**src/rtl/cmd_fetch_if.sv**
```systemverilog
// Bus bundle for cmd_fetch: SDRAM burst command port, SDRAM read-data port
// and the FWFT command stream toward the scheduler.
// master = the prefetcher, slave = memory controller plus consumer.
interface cmd_fetch_if;
   // SDRAM burst command port
   logic        mem_cmd_en;
   logic [2:0]  mem_cmd_instr;
   logic [5:0]  mem_cmd_bl;
   logic [29:0] mem_cmd_byte_addr;
   logic        mem_cmd_full;
   // SDRAM read-data port
   logic        mem_rd_en;
   logic [31:0] mem_rd_data;
   logic        mem_rd_empty;
   // command stream toward the scheduler
   logic        valid;
   logic        rd_en;
   logic [31:0] cmd;

   modport master (
      output mem_cmd_en, mem_cmd_instr, mem_cmd_bl, mem_cmd_byte_addr,
      output mem_rd_en, valid, cmd,
      input  mem_cmd_full, mem_rd_data, mem_rd_empty, rd_en
   );

   modport slave (
      input  mem_cmd_en, mem_cmd_instr, mem_cmd_bl, mem_cmd_byte_addr,
      input  mem_rd_en, valid, cmd,
      output mem_cmd_full, mem_rd_data, mem_rd_empty, rd_en
   );
endinterface

```
**src/rtl/cmd_fetch.sv**
```systemverilog
// cmd_fetch: command prefetcher for the scheduler FIFO port.
// On start, reads cmd_size commands of BURST_LEN words each from SDRAM,
// one burst per command, into an internal FWFT buffer. A burst is only
// requested when the buffer has room for the whole command, so the buffer
// can never overflow.
// Optional feature macro: CMD_OPCHECK_EN -- checks the op_type field of
// word 0 of every command, raises sticky op_err and stops fetching after
// the current burst on an illegal value.
module cmd_fetch #(
   parameter int unsigned BURST_LEN     = 8,
   parameter int unsigned FIFO_DEPTH    = 16,
   parameter logic [29:0] CMD_BASE_ADDR = 30'h0
) (
   input  logic        clk,
   input  logic        rst,
   input  logic        start,
   input  logic [6:0]  cmd_size,
   output logic        busy,
   output logic        done,
`ifdef CMD_OPCHECK_EN
   output logic        op_err,
`endif
   cmd_fetch_if.master bus
);

   localparam int unsigned PTR_W  = (FIFO_DEPTH > 1) ? $clog2(FIFO_DEPTH) : 1;
   localparam int unsigned CNT_W  = $clog2(FIFO_DEPTH + 1);
   localparam int unsigned BEAT_W = (BURST_LEN > 1) ? $clog2(BURST_LEN) : 1;

   localparam logic [29:0]       BURST_BYTES = 30'(4 * BURST_LEN);
   localparam logic [CNT_W-1:0]  BURST_WORDS = CNT_W'(BURST_LEN);
   localparam logic [CNT_W-1:0]  DEPTH_WORDS = CNT_W'(FIFO_DEPTH);
   localparam logic [CNT_W-1:0]  CNT_ONE     = CNT_W'(1);
   localparam logic [PTR_W-1:0]  PTR_ONE     = PTR_W'(1);
   localparam logic [BEAT_W-1:0] BEAT_ONE    = BEAT_W'(1);
   localparam logic [BEAT_W-1:0] LAST_BEAT   = BEAT_W'(BURST_LEN - 1);

   typedef enum logic [2:0] {
      S_IDLE,
      S_ROOM,
      S_ISSUE,
      S_COLLECT,
      S_DONE
   } state_t;

   state_t state_q, state_d;

   logic [31:0]       buf_mem [FIFO_DEPTH];
   logic [PTR_W-1:0]  wr_ptr_q, rd_ptr_q;
   logic [CNT_W-1:0]  count_q;
   logic [BEAT_W-1:0] beat_q;
   logic [6:0]        fetched_q;
   logic [6:0]        size_q;
   logic [29:0]       addr_q;

   logic valid_w;
   logic push;
   logic pop;
   logic flush;
   logic last_beat;
   logic has_room;
   logic stop;

   // A start is accepted only while not fetching; it also restarts the buffer.
   assign flush     = start && (state_q == S_IDLE || state_q == S_DONE);
   assign push      = bus.mem_rd_en;
   assign valid_w   = (count_q != '0);
   assign pop       = bus.rd_en && valid_w;
   assign last_beat = (beat_q == LAST_BEAT);
   assign has_room  = (DEPTH_WORDS - count_q) >= BURST_WORDS;

`ifdef CMD_OPCHECK_EN
   logic op_bad;
   logic op_err_q;

   // Word 0 of each command carries op_type in bits [2:0]; flag illegal codes.
   always_comb begin
      op_bad = push && (beat_q == '0) &&
               !(bus.mem_rd_data[2:0] inside {3'b000, 3'b001, 3'b100, 3'b101});
   end

   // Sticky error flag, cleared only by an accepted start.
   always_ff @(posedge clk or posedge rst) begin
      if (rst)         op_err_q <= 1'b0;
      else if (flush)  op_err_q <= 1'b0;
      else if (op_bad) op_err_q <= 1'b1;
   end

   assign stop   = op_err_q || op_bad;
   assign op_err = op_err_q;
`else
   assign stop = 1'b0;
`endif

   // State register.
   always_ff @(posedge clk or posedge rst) begin
      // NOTE: sequential state uses non-blocking assignments so every register
      // samples pre-edge values regardless of block evaluation order.
      if (rst) state_q <= S_IDLE;
      else     state_q <= state_d;
   end

   // Next-state logic for the fetch sequence.
   always_comb begin
      // NOTE: default assigned first so no path leaves state_d unassigned
      // (which would infer a latch).
      state_d = state_q;
      case (state_q)
         S_IDLE, S_DONE: begin
            if (start) state_d = (cmd_size == '0) ? S_DONE : S_ROOM;
         end
         S_ROOM: begin
            if (has_room && !bus.mem_cmd_full) state_d = S_ISSUE;
         end
         S_ISSUE: begin
            state_d = S_COLLECT;
         end
         S_COLLECT: begin
            if (push && last_beat) begin
               state_d = ((fetched_q + 7'd1) == size_q || stop) ? S_DONE : S_ROOM;
            end
         end
         default: state_d = S_IDLE;
      endcase
   end

   // Burst address, beat and command counters.
   always_ff @(posedge clk or posedge rst) begin
      if (rst) begin
         addr_q    <= CMD_BASE_ADDR;
         fetched_q <= '0;
         size_q    <= '0;
         beat_q    <= '0;
      end else if (flush) begin
         addr_q    <= CMD_BASE_ADDR;
         fetched_q <= '0;
         size_q    <= cmd_size;
         beat_q    <= '0;
      end else if (push) begin
         if (last_beat) begin
            beat_q    <= '0;
            fetched_q <= fetched_q + 7'd1;
            addr_q    <= addr_q + BURST_BYTES;
         end else begin
            beat_q <= beat_q + BEAT_ONE;
         end
      end
   end

   // Buffer pointers and occupancy; a start discards anything left over.
   always_ff @(posedge clk or posedge rst) begin
      if (rst) begin
         wr_ptr_q <= '0;
         rd_ptr_q <= '0;
         count_q  <= '0;
      end else if (flush) begin
         wr_ptr_q <= '0;
         rd_ptr_q <= '0;
         count_q  <= '0;
      end else begin
         if (push) wr_ptr_q <= wr_ptr_q + PTR_ONE;
         if (pop)  rd_ptr_q <= rd_ptr_q + PTR_ONE;
         case ({push, pop})
            2'b10:   count_q <= count_q + CNT_ONE;
            2'b01:   count_q <= count_q - CNT_ONE;
            default: count_q <= count_q;
         endcase
      end
   end

   // Buffer storage write.
   always_ff @(posedge clk) begin
      // NOTE: storage is not reset; occupancy and pointers alone decide what
      // is valid, which keeps the array a plain RAM.
      if (push) buf_mem[wr_ptr_q] <= bus.mem_rd_data;
   end

   // Overflow is excluded by the room check before each burst.
   always_ff @(posedge clk) begin
      if (!rst && push && !pop) assert (count_q != DEPTH_WORDS);
   end

   assign busy                  = (state_q == S_ROOM) || (state_q == S_ISSUE) ||
                                  (state_q == S_COLLECT);
   assign done                  = (state_q == S_DONE);
   assign bus.mem_cmd_en        = (state_q == S_ISSUE);
   assign bus.mem_cmd_instr     = 3'b001;
   assign bus.mem_cmd_bl        = 6'(BURST_LEN - 1);
   assign bus.mem_cmd_byte_addr = addr_q;
   assign bus.mem_rd_en         = (state_q == S_COLLECT) && !bus.mem_rd_empty;
   assign bus.valid             = valid_w;
   assign bus.cmd               = valid_w ? buf_mem[rd_ptr_q] : '0;

endmodule
```
**src/flat_wrapper.sv**
```systemverilog
// flat-port wrapper written by rule: the top's interface ports become plain ports
module cmd_fetch_flat 
#(
   parameter int unsigned BURST_LEN     = 8,
   parameter int unsigned FIFO_DEPTH    = 16,
   parameter logic [29:0] CMD_BASE_ADDR = 30'h0
)
  (clk, rst, start, cmd_size, busy, done, bus_mem_cmd_en, bus_mem_cmd_instr, bus_mem_cmd_bl, bus_mem_cmd_byte_addr, bus_mem_rd_en, bus_valid, bus_cmd, bus_mem_cmd_full, bus_mem_rd_data, bus_mem_rd_empty, bus_rd_en);
  cmd_fetch_if bus_i ();
  input  logic clk;
  input  logic rst;
  input  logic start;
  input  logic [6:0] cmd_size;
  output logic busy;
  output logic done;
  output wire logic [$bits(bus_i.mem_cmd_en)-1:0] bus_mem_cmd_en;
  output wire logic [$bits(bus_i.mem_cmd_instr)-1:0] bus_mem_cmd_instr;
  output wire logic [$bits(bus_i.mem_cmd_bl)-1:0] bus_mem_cmd_bl;
  output wire logic [$bits(bus_i.mem_cmd_byte_addr)-1:0] bus_mem_cmd_byte_addr;
  output wire logic [$bits(bus_i.mem_rd_en)-1:0] bus_mem_rd_en;
  output wire logic [$bits(bus_i.valid)-1:0] bus_valid;
  output wire logic [$bits(bus_i.cmd)-1:0] bus_cmd;
  input wire logic [$bits(bus_i.mem_cmd_full)-1:0] bus_mem_cmd_full;
  input wire logic [$bits(bus_i.mem_rd_data)-1:0] bus_mem_rd_data;
  input wire logic [$bits(bus_i.mem_rd_empty)-1:0] bus_mem_rd_empty;
  input wire logic [$bits(bus_i.rd_en)-1:0] bus_rd_en;
  assign bus_mem_cmd_en = bus_i.mem_cmd_en;
  assign bus_mem_cmd_instr = bus_i.mem_cmd_instr;
  assign bus_mem_cmd_bl = bus_i.mem_cmd_bl;
  assign bus_mem_cmd_byte_addr = bus_i.mem_cmd_byte_addr;
  assign bus_mem_rd_en = bus_i.mem_rd_en;
  assign bus_valid = bus_i.valid;
  assign bus_cmd = bus_i.cmd;
  assign bus_i.mem_cmd_full = bus_mem_cmd_full;
  assign bus_i.mem_rd_data = bus_mem_rd_data;
  assign bus_i.mem_rd_empty = bus_mem_rd_empty;
  assign bus_i.rd_en = bus_rd_en;
  cmd_fetch #(.BURST_LEN(BURST_LEN), .FIFO_DEPTH(FIFO_DEPTH), .CMD_BASE_ADDR(CMD_BASE_ADDR)) u_core (.clk(clk), .rst(rst), .start(start), .cmd_size(cmd_size), .busy(busy), .done(done), .bus(bus_i));
endmodule
```
**config.mk**
```make
export PLATFORM = sky130hd
export DESIGN_NAME = cmd_fetch_flat
export DESIGN_NICKNAME = d
export VERILOG_FILES = /design/src/rtl/cmd_fetch_if.sv /design/src/rtl/cmd_fetch.sv /design/src/flat_wrapper.sv
export SDC_FILE = /design/constraint.sdc
export NUM_CORES = 1
export LEC_CHECK = 0
export BUFFER_PORTS_ARGS = -buffer_cell sky130_fd_sc_hd__buf_4
export CORE_MARGIN = 3
export CORE_UTILIZATION = 40
export DETAILED_ROUTE_END_ITERATION = 8
export GPL_ROUTABILITY_DRIVEN = 1
export PLACE_DENSITY_LB_ADDON = 0.15
export SLEW_MARGIN = 20
export SYNTH_ARGS = -nofsm -noshare
export SYNTH_HDL_FRONTEND = slang
export SYNTH_SLANG_ARGS = --single-unit
```
**constraint.sdc**
```tcl
create_clock -name clk -period 6.47 [get_ports clk]
set_clock_uncertainty 0.1 [all_clocks]
set_input_delay 1.294 -clock clk [delete_from_list [all_inputs] [get_ports clk]]
set_output_delay 1.294 -clock clk [all_outputs]
set_load 0.01 [all_outputs]
```
# Yosys cells after proc, flatten, opt, wreduce, memory -nomap -nowiden
# Memory sizes are Yosys's and may differ from the RTL's.
# Index checks and enable logic that the tools add are counted.
dict set report totals {
  reg_bits 63
  ram_bits 512
  in_bits 45
  wordCells 73
  memories 1
}
dict set report classes {
  n_addsub 8
  magnitude_cmp 1
  n_eq_ne 11
  muxes 24
  n_reduce_logical 20
}
# name depth width read_ports rd_ports_with_merged_regs wr line
set memory_table {}
lappend memory_table {u_core.buf_mem 16 32 1 0 1 cmd_fetch.sv:48} ;# logic [31:0] buf_mem [FIFO_DEPTH];
# operator n
set op_table {}
lappend op_table {{30-bit two-way mux} 3}
lappend op_table {{32-bit two-way mux} 1}
lappend op_table {{30-bit by 6-bit adder with 30-bit output, second input constant} 1}
lappend op_table {{3-bit two-way mux} 8}
lappend op_table {{7-bit two-way mux} 3}
lappend op_table {{4-bit two-way mux} 4}
lappend op_table {{3-bit case mux with 4 select lines} 1}
lappend op_table {{5-bit case mux with 2 select lines} 1}
lappend op_table {{4-bit by 1-bit adder with 4-bit output, second input constant} 2}
lappend op_table {{7-bit by 1-bit adder with 7-bit output, second input constant} 1}
lappend op_table {{7-bit == test} 1}
lappend op_table {{7-bit logical NOT} 1}
lappend op_table {{3-bit by 2-bit == test with 1-bit output, second input constant} 2}
lappend op_table {{3-bit == test, second input constant} 2}
lappend op_table {{2-bit nonzero test} 3}
lappend op_table {{5-bit by 1-bit adder with 5-bit output, second input constant} 1}
lappend op_table {{5-bit by 4-bit >= comparator with 1-bit output, second input constant} 1}
lappend op_table {{1-bit logical AND} 5}
lappend op_table {{5-bit two-way mux} 1}
lappend op_table {{5-bit nonzero test} 1}
lappend op_table {{5-bit by 1-bit subtractor with 5-bit output, second input constant} 1}
lappend op_table {{5-bit subtractor, first input constant} 1}
lappend op_table {{2-bit by 1-bit != test with 1-bit output, second input constant} 2}
lappend op_table {{3-bit by 1-bit adder with 3-bit output, second input constant} 1}
lappend op_table {{other kinds (12)} 16}

# Logic depth before layout (Yosys ltp)
dict set report depth {
  ltp_word 5
  mapped_depth 14
}

# Least setup slack after synthesis
# OpenSTA, ideal clock, no wires.
dict set report synth_timing {
  path_kind {input to register}
  startpoint {input bus_mem_rd_empty}
  endpoint {memory u_core.buf_mem[0][0], enable pin}
  arrival_ns 4.867
  required_ns 5.869
  path_slack_ns 1.002
  cell_stages 3
  n_path_buf 1
  cell_sequence {or3_1 buf_6 nor4_1}
}
dict set report synth_between {
  elab_chain_cells 4
}
# item line
set synth_lines {}
lappend synth_lines {{start: declaration} flat_wrapper.sv:25} ;# input wire logic [$bits(bus_i.mem_rd_empty)-1:0] bus_mem_rd_empty;
lappend synth_lines {{1-bit logical NOT} cmd_fetch.sv:190} ;# assign bus.mem_rd_en = (state_q == S_COLLECT) && !bus.mem_rd_empty;
lappend synth_lines {{1-bit logical AND} cmd_fetch.sv:190}
lappend synth_lines {{1-bit two-way mux} cmd_fetch.sv:175} ;# if (push) buf_mem[wr_ptr_q] <= bus.mem_rd_data;
lappend synth_lines {{1-bit two-way mux (not written as such)} cmd_fetch.sv:175}
lappend synth_lines {{end: declaration} cmd_fetch.sv:48}
# Every way passes these cells.

# Worst setup path in the final report
dict set report layout_timing {
  startpoint {register u_core.rd_ptr_q[0]}
  endpoint {output bus_cmd[27]}
}
dict set report layout_between {
  elab_chain_cells 2
}
# item line
set layout_lines {}
lappend layout_lines {{start: declaration} cmd_fetch.sv:49} ;# logic [PTR_W-1:0] wr_ptr_q, rd_ptr_q;
lappend layout_lines {{start signal: assignment} cmd_fetch.sv:162} ;# if (pop) rd_ptr_q <= rd_ptr_q + PTR_ONE;
lappend layout_lines {{memory 16 x 32 bit} -}
lappend layout_lines {{32-bit two-way mux} cmd_fetch.sv:192} ;# assign bus.cmd = valid_w ? buf_mem[rd_ptr_q] : '0;
lappend layout_lines {{end: declaration} flat_wrapper.sv:22} ;# output wire logic [$bits(bus_i.cmd)-1:0] bus_cmd;
# Every way passes these cells.

==> flow_metrics.tcl <==
set metrics [dict create \
    required_ns 5.08 \
    die_area_um2 59900 \
    switching_share_pct 28.6 \
    multiInputGateArea_um2 5690 \
    cts_max_level 2 \
    netlist_area_um2 22800 \
    synthArstFlopShare_pct 10.2 \
    p_sw_w 0.00320 \
    whs_ns 0.413 \
    die_h_um 245 \
    max_freq_mhz 208 \
    post_cts_resized 0 \
    clock_latency_ns 0.60 \
    p_int_w 0.00800 \
    power_frac_clock_pct 29.2 \
    via_per_inst 5.37 \
    grt-ovfl-total 0 \
    fin_tns_setup_ns 0 \
    synth-edff-count 512 \
    crit_end "bus_cmd[27]" \
    synth_top_family_by_area "multiplexers" \
    start_kind "flop" \
    path_class "flop to primary output" \
    io_pins 121 \
    routabilityCongestion 0.705 \
    final_cells 2045 \
    synthAdderAreaFrac_pct 0.714 \
    hold_violations 0 \
    clockBufferDepth 3 \
    synth-simple-area-share_pct 4.64 \
    numCtsBuffers 60 \
    nets 1306 \
    root_buffer "clkbuf_16" \
    arrival_ns 3.43 \
    design.core.area_um2 55700 \
    pwr_density_cell_nw_per_um2 424 \
    synth-compound-area-share_pct 1.29 \
    grt_max_degree 69 \
    place_hpwl_mm 27.4 \
    irDropWorstVdd_mv 0.234 \
    combPwrFrac_pct 29.0 \
    synth.distinct_cells 53 \
    nFillCells 4710 \
    grt_pass1_vias 11535 \
    drt_iter0_drc 740 \
    clk_pin_slew_worst_paths_ns 0.06 \
    ys_ff_latch 570 \
    wl_per_cell_um 24.5 \
    vias 10991 \
    post-cts-setup-buffers 0 \
    ys_seq_area_share_pct 73.8 \
    synth_top_area_cell "edfxtp_1" \
    ff_latch_area_um2 16800 \
    drt-total-wl_mm 50.0 \
    maxSlewHeadroom_pct 28.5 \
    min_period_over_period_pct 74.5 \
    drive_above_1_share_pct 31.4 \
    cts_sinks 570 \
    slew_violations 0 \
    yosysWarningCount 0 \
    rrSetupSlack_ns 3.09 \
    outcome "complete, no violations" \
    initial_core_util_pct 40.9 \
    netlist_instances 1110 \
    ant_nets 0 \
    leakagePower_nw 8.88 \
    cts_tree "done" \
    period_needed_ns 4.82 \
    rr_worst_depth 6 \
    synth_flop_cell "edfxtp_1" \
    antenna_found_initial 1 \
    drv_cap 0 \
    avgSynthCellArea_um2 20.5 \
    numPortBuffers 106 \
    area_growth_pct 16.0 \
    r2r-start "u_core.state_q[2]" \
    rsz0062_at_grt "no" \
    synth_top_area_share_pct 67.5 \
    place.detailed.instances 1934 \
    timing.rr.end "u_core.buf_mem[15][29]" \
    synth-xor-area-share_pct 1.44 \
    crit_path_start "u_core.rd_ptr_q[0]" \
    cts_hold_buf 0 \
    drc 0 \
    synth.area.mux_share_pct 16.2 \
    p_seq_share_pct 41.8 \
    grt_pass1_wl_mm 75.6 \
    tightestPinTransition_ns 1.06 \
    finalSetupViolCount 0 \
    die_w_um 245 \
    hold_class "flop to flop" \
    end_kind "primary output" \
    drt-pass1-iter-count 4 \
    fp-row-count 86 \
    critPathMaxFanout 29 \
    synthTopCellsByArea "edfxtp_1 (67%), mux4_2 (16%), dfrtp_1 (6.4%)" \
    grt_usage_pct 17.0 \
]
==> per-stage QoR <==
stage | total power, W | worst slack (ns) | cell area [um2] | utilization [%]
after floorplan | 0.00690 | 1.00 | 22800 | -
after global placement | 0.00809 | 2.21 | 24600 | 44.1
after detailed placement | 0.00812 | 2.21 | 24600 | 44.1
after CTS | 0.0114 | 1.52 | 26400 | 47.4
after global routing | 0.0118 | 1.42 | 26400 | 47.4
final | 0.0112 | 1.65 | 26400 | 47.4
==> cell families after synthesis <==
kind of cell               count (synthesis)
muxes                                    169
and+or+nand+nor                          186
buffers and inverters                     84
AOI/OAI and AO/OA                         50
xor gates and xnor gates                  36
other                                      2
DFF                                      570
adders and majority gates                 13
==> state kept, by name, indices dropped and copies added (netlist names) <==
name	count
u_core.beat_q	3
u_core.size_q	7
u_core.fetched_q	7
u_core.rd_ptr_q	4
u_core.buf_mem	512
u_core.count_q	5
u_core.state_q	3
u_core.bus.mem_cmd_byte_addr	25
u_core.wr_ptr_q	4
==> layer usage <==
layer / vias to the layer above / track usage, % / part of all wire (%)
met1: 5876 / 24.3 / 44
met3: 57 / 3.00 / 4.9
met4: 0 / 4.19 / 1.9
met5: - / 0 / 0
met2: 276 / 27.4 / 49
li1: 4782 / - / -
==> worst min path at each step <==
stage | start | depth (start not counted) | end
2_1_floorplan | u_core.state_q[2] | 1 | u_core.state_q[1]
3_3_place_gp | u_core.beat_q[1] | 1 | u_core.beat_q[1]
3_5_place_dp | u_core.beat_q[2] | 1 | u_core.beat_q[2]
4_1_cts | u_core.fetched_q[6] | 1 | u_core.fetched_q[6]
5_1_grt | u_core.bus.mem_cmd_byte_addr[28] | 1 | u_core.bus.mem_cmd_byte_addr[28]
6_report | u_core.fetched_q[6] | 1 | u_core.fetched_q[6]
==> power groups by stage <==
stage | sequential, W | clock [W] | combinational (W)
floorplan | 0.00458 | 0 | 0.00232
global placement | 0.00476 | 0 | 0.00333
detailed placement | 0.00477 | 0 | 0.00335
CTS | 0.00469 | 0.00336 | 0.00336
global route | 0.00473 | 0.00352 | 0.00355
finish | 0.00468 | 0.00327 | 0.00325
==> final cells by class <==
| cell class | instances | area share (%) |
|---|---|---|
| antenna | 2 | 0.0189 |
| clock inverter | 29 | 0.895 |
| clock buffer | 80 | 6.16 |
| timing repair buffer | 134 | 3.95 |
| multi-input combinational | 468 | 21.5 |
| tap | 748 | 3.54 |
| sequential | 570 | 63.7 |
| inverter | 14 | 0.218 |
==> Yosys cell counts (3+ instances only) <==
cell type / number
o31ai_1: 3
o21ai_0: 20
and3_1: 12
nor3_1: 10
nor4_1: 9
nand3_1: 10
ha_1: 13
nand2_1: 29
and2_1: 37
clkbuf_1: 30
mux4_2: 160
mux2_2: 7
buf_4: 14
nor4_2: 3
xor2_1: 15
nor2b_1: 6
buf_2: 17
nor2_1: 40
edfxtp_1: 512
dfrtp_1: 58
xnor2_1: 20
a21oi_1: 15
a22o_1: 3
buf_1: 7
nand4_1: 6
inv_1: 13
or3_1: 9
==> placed cells by master, fill, tap and decap left out, drive strengths merged, types with 2 or more instances in the layout <==
master,netlist,layout
edfxtp,512,512
mux4,160,160
buf,40,134
clkbuf,30,80
dfrtp,58,58
nor2,40,40
and2,37,37
nand2,29,29
clkinv,1,26
o21ai,21,21
xnor2,20,20
xor2,15,15
a21oi,15,15
conb,2,14
nor4,14,14
ha,13,13
inv,13,13
and3,12,12
nand3,10,10
nor3,10,10
or3,9,9
nand4,8,8
mux2,7,7
nor2b,6,6
bufinv,0,4
a22o,3,3
o31ai,3,3
diode,0,2
and4,2,2
mux2i,2,2
and3b,2,2
==> critical path, cell delays in order (launching register included) <==
cell     delay, ns
dfrtp_4       0.74
buf_4         0.61
mux4_2        0.58
mux4_2        0.49
and2_1        0.22
buf_4         0.16
Power figures use the tool's default switching activity.
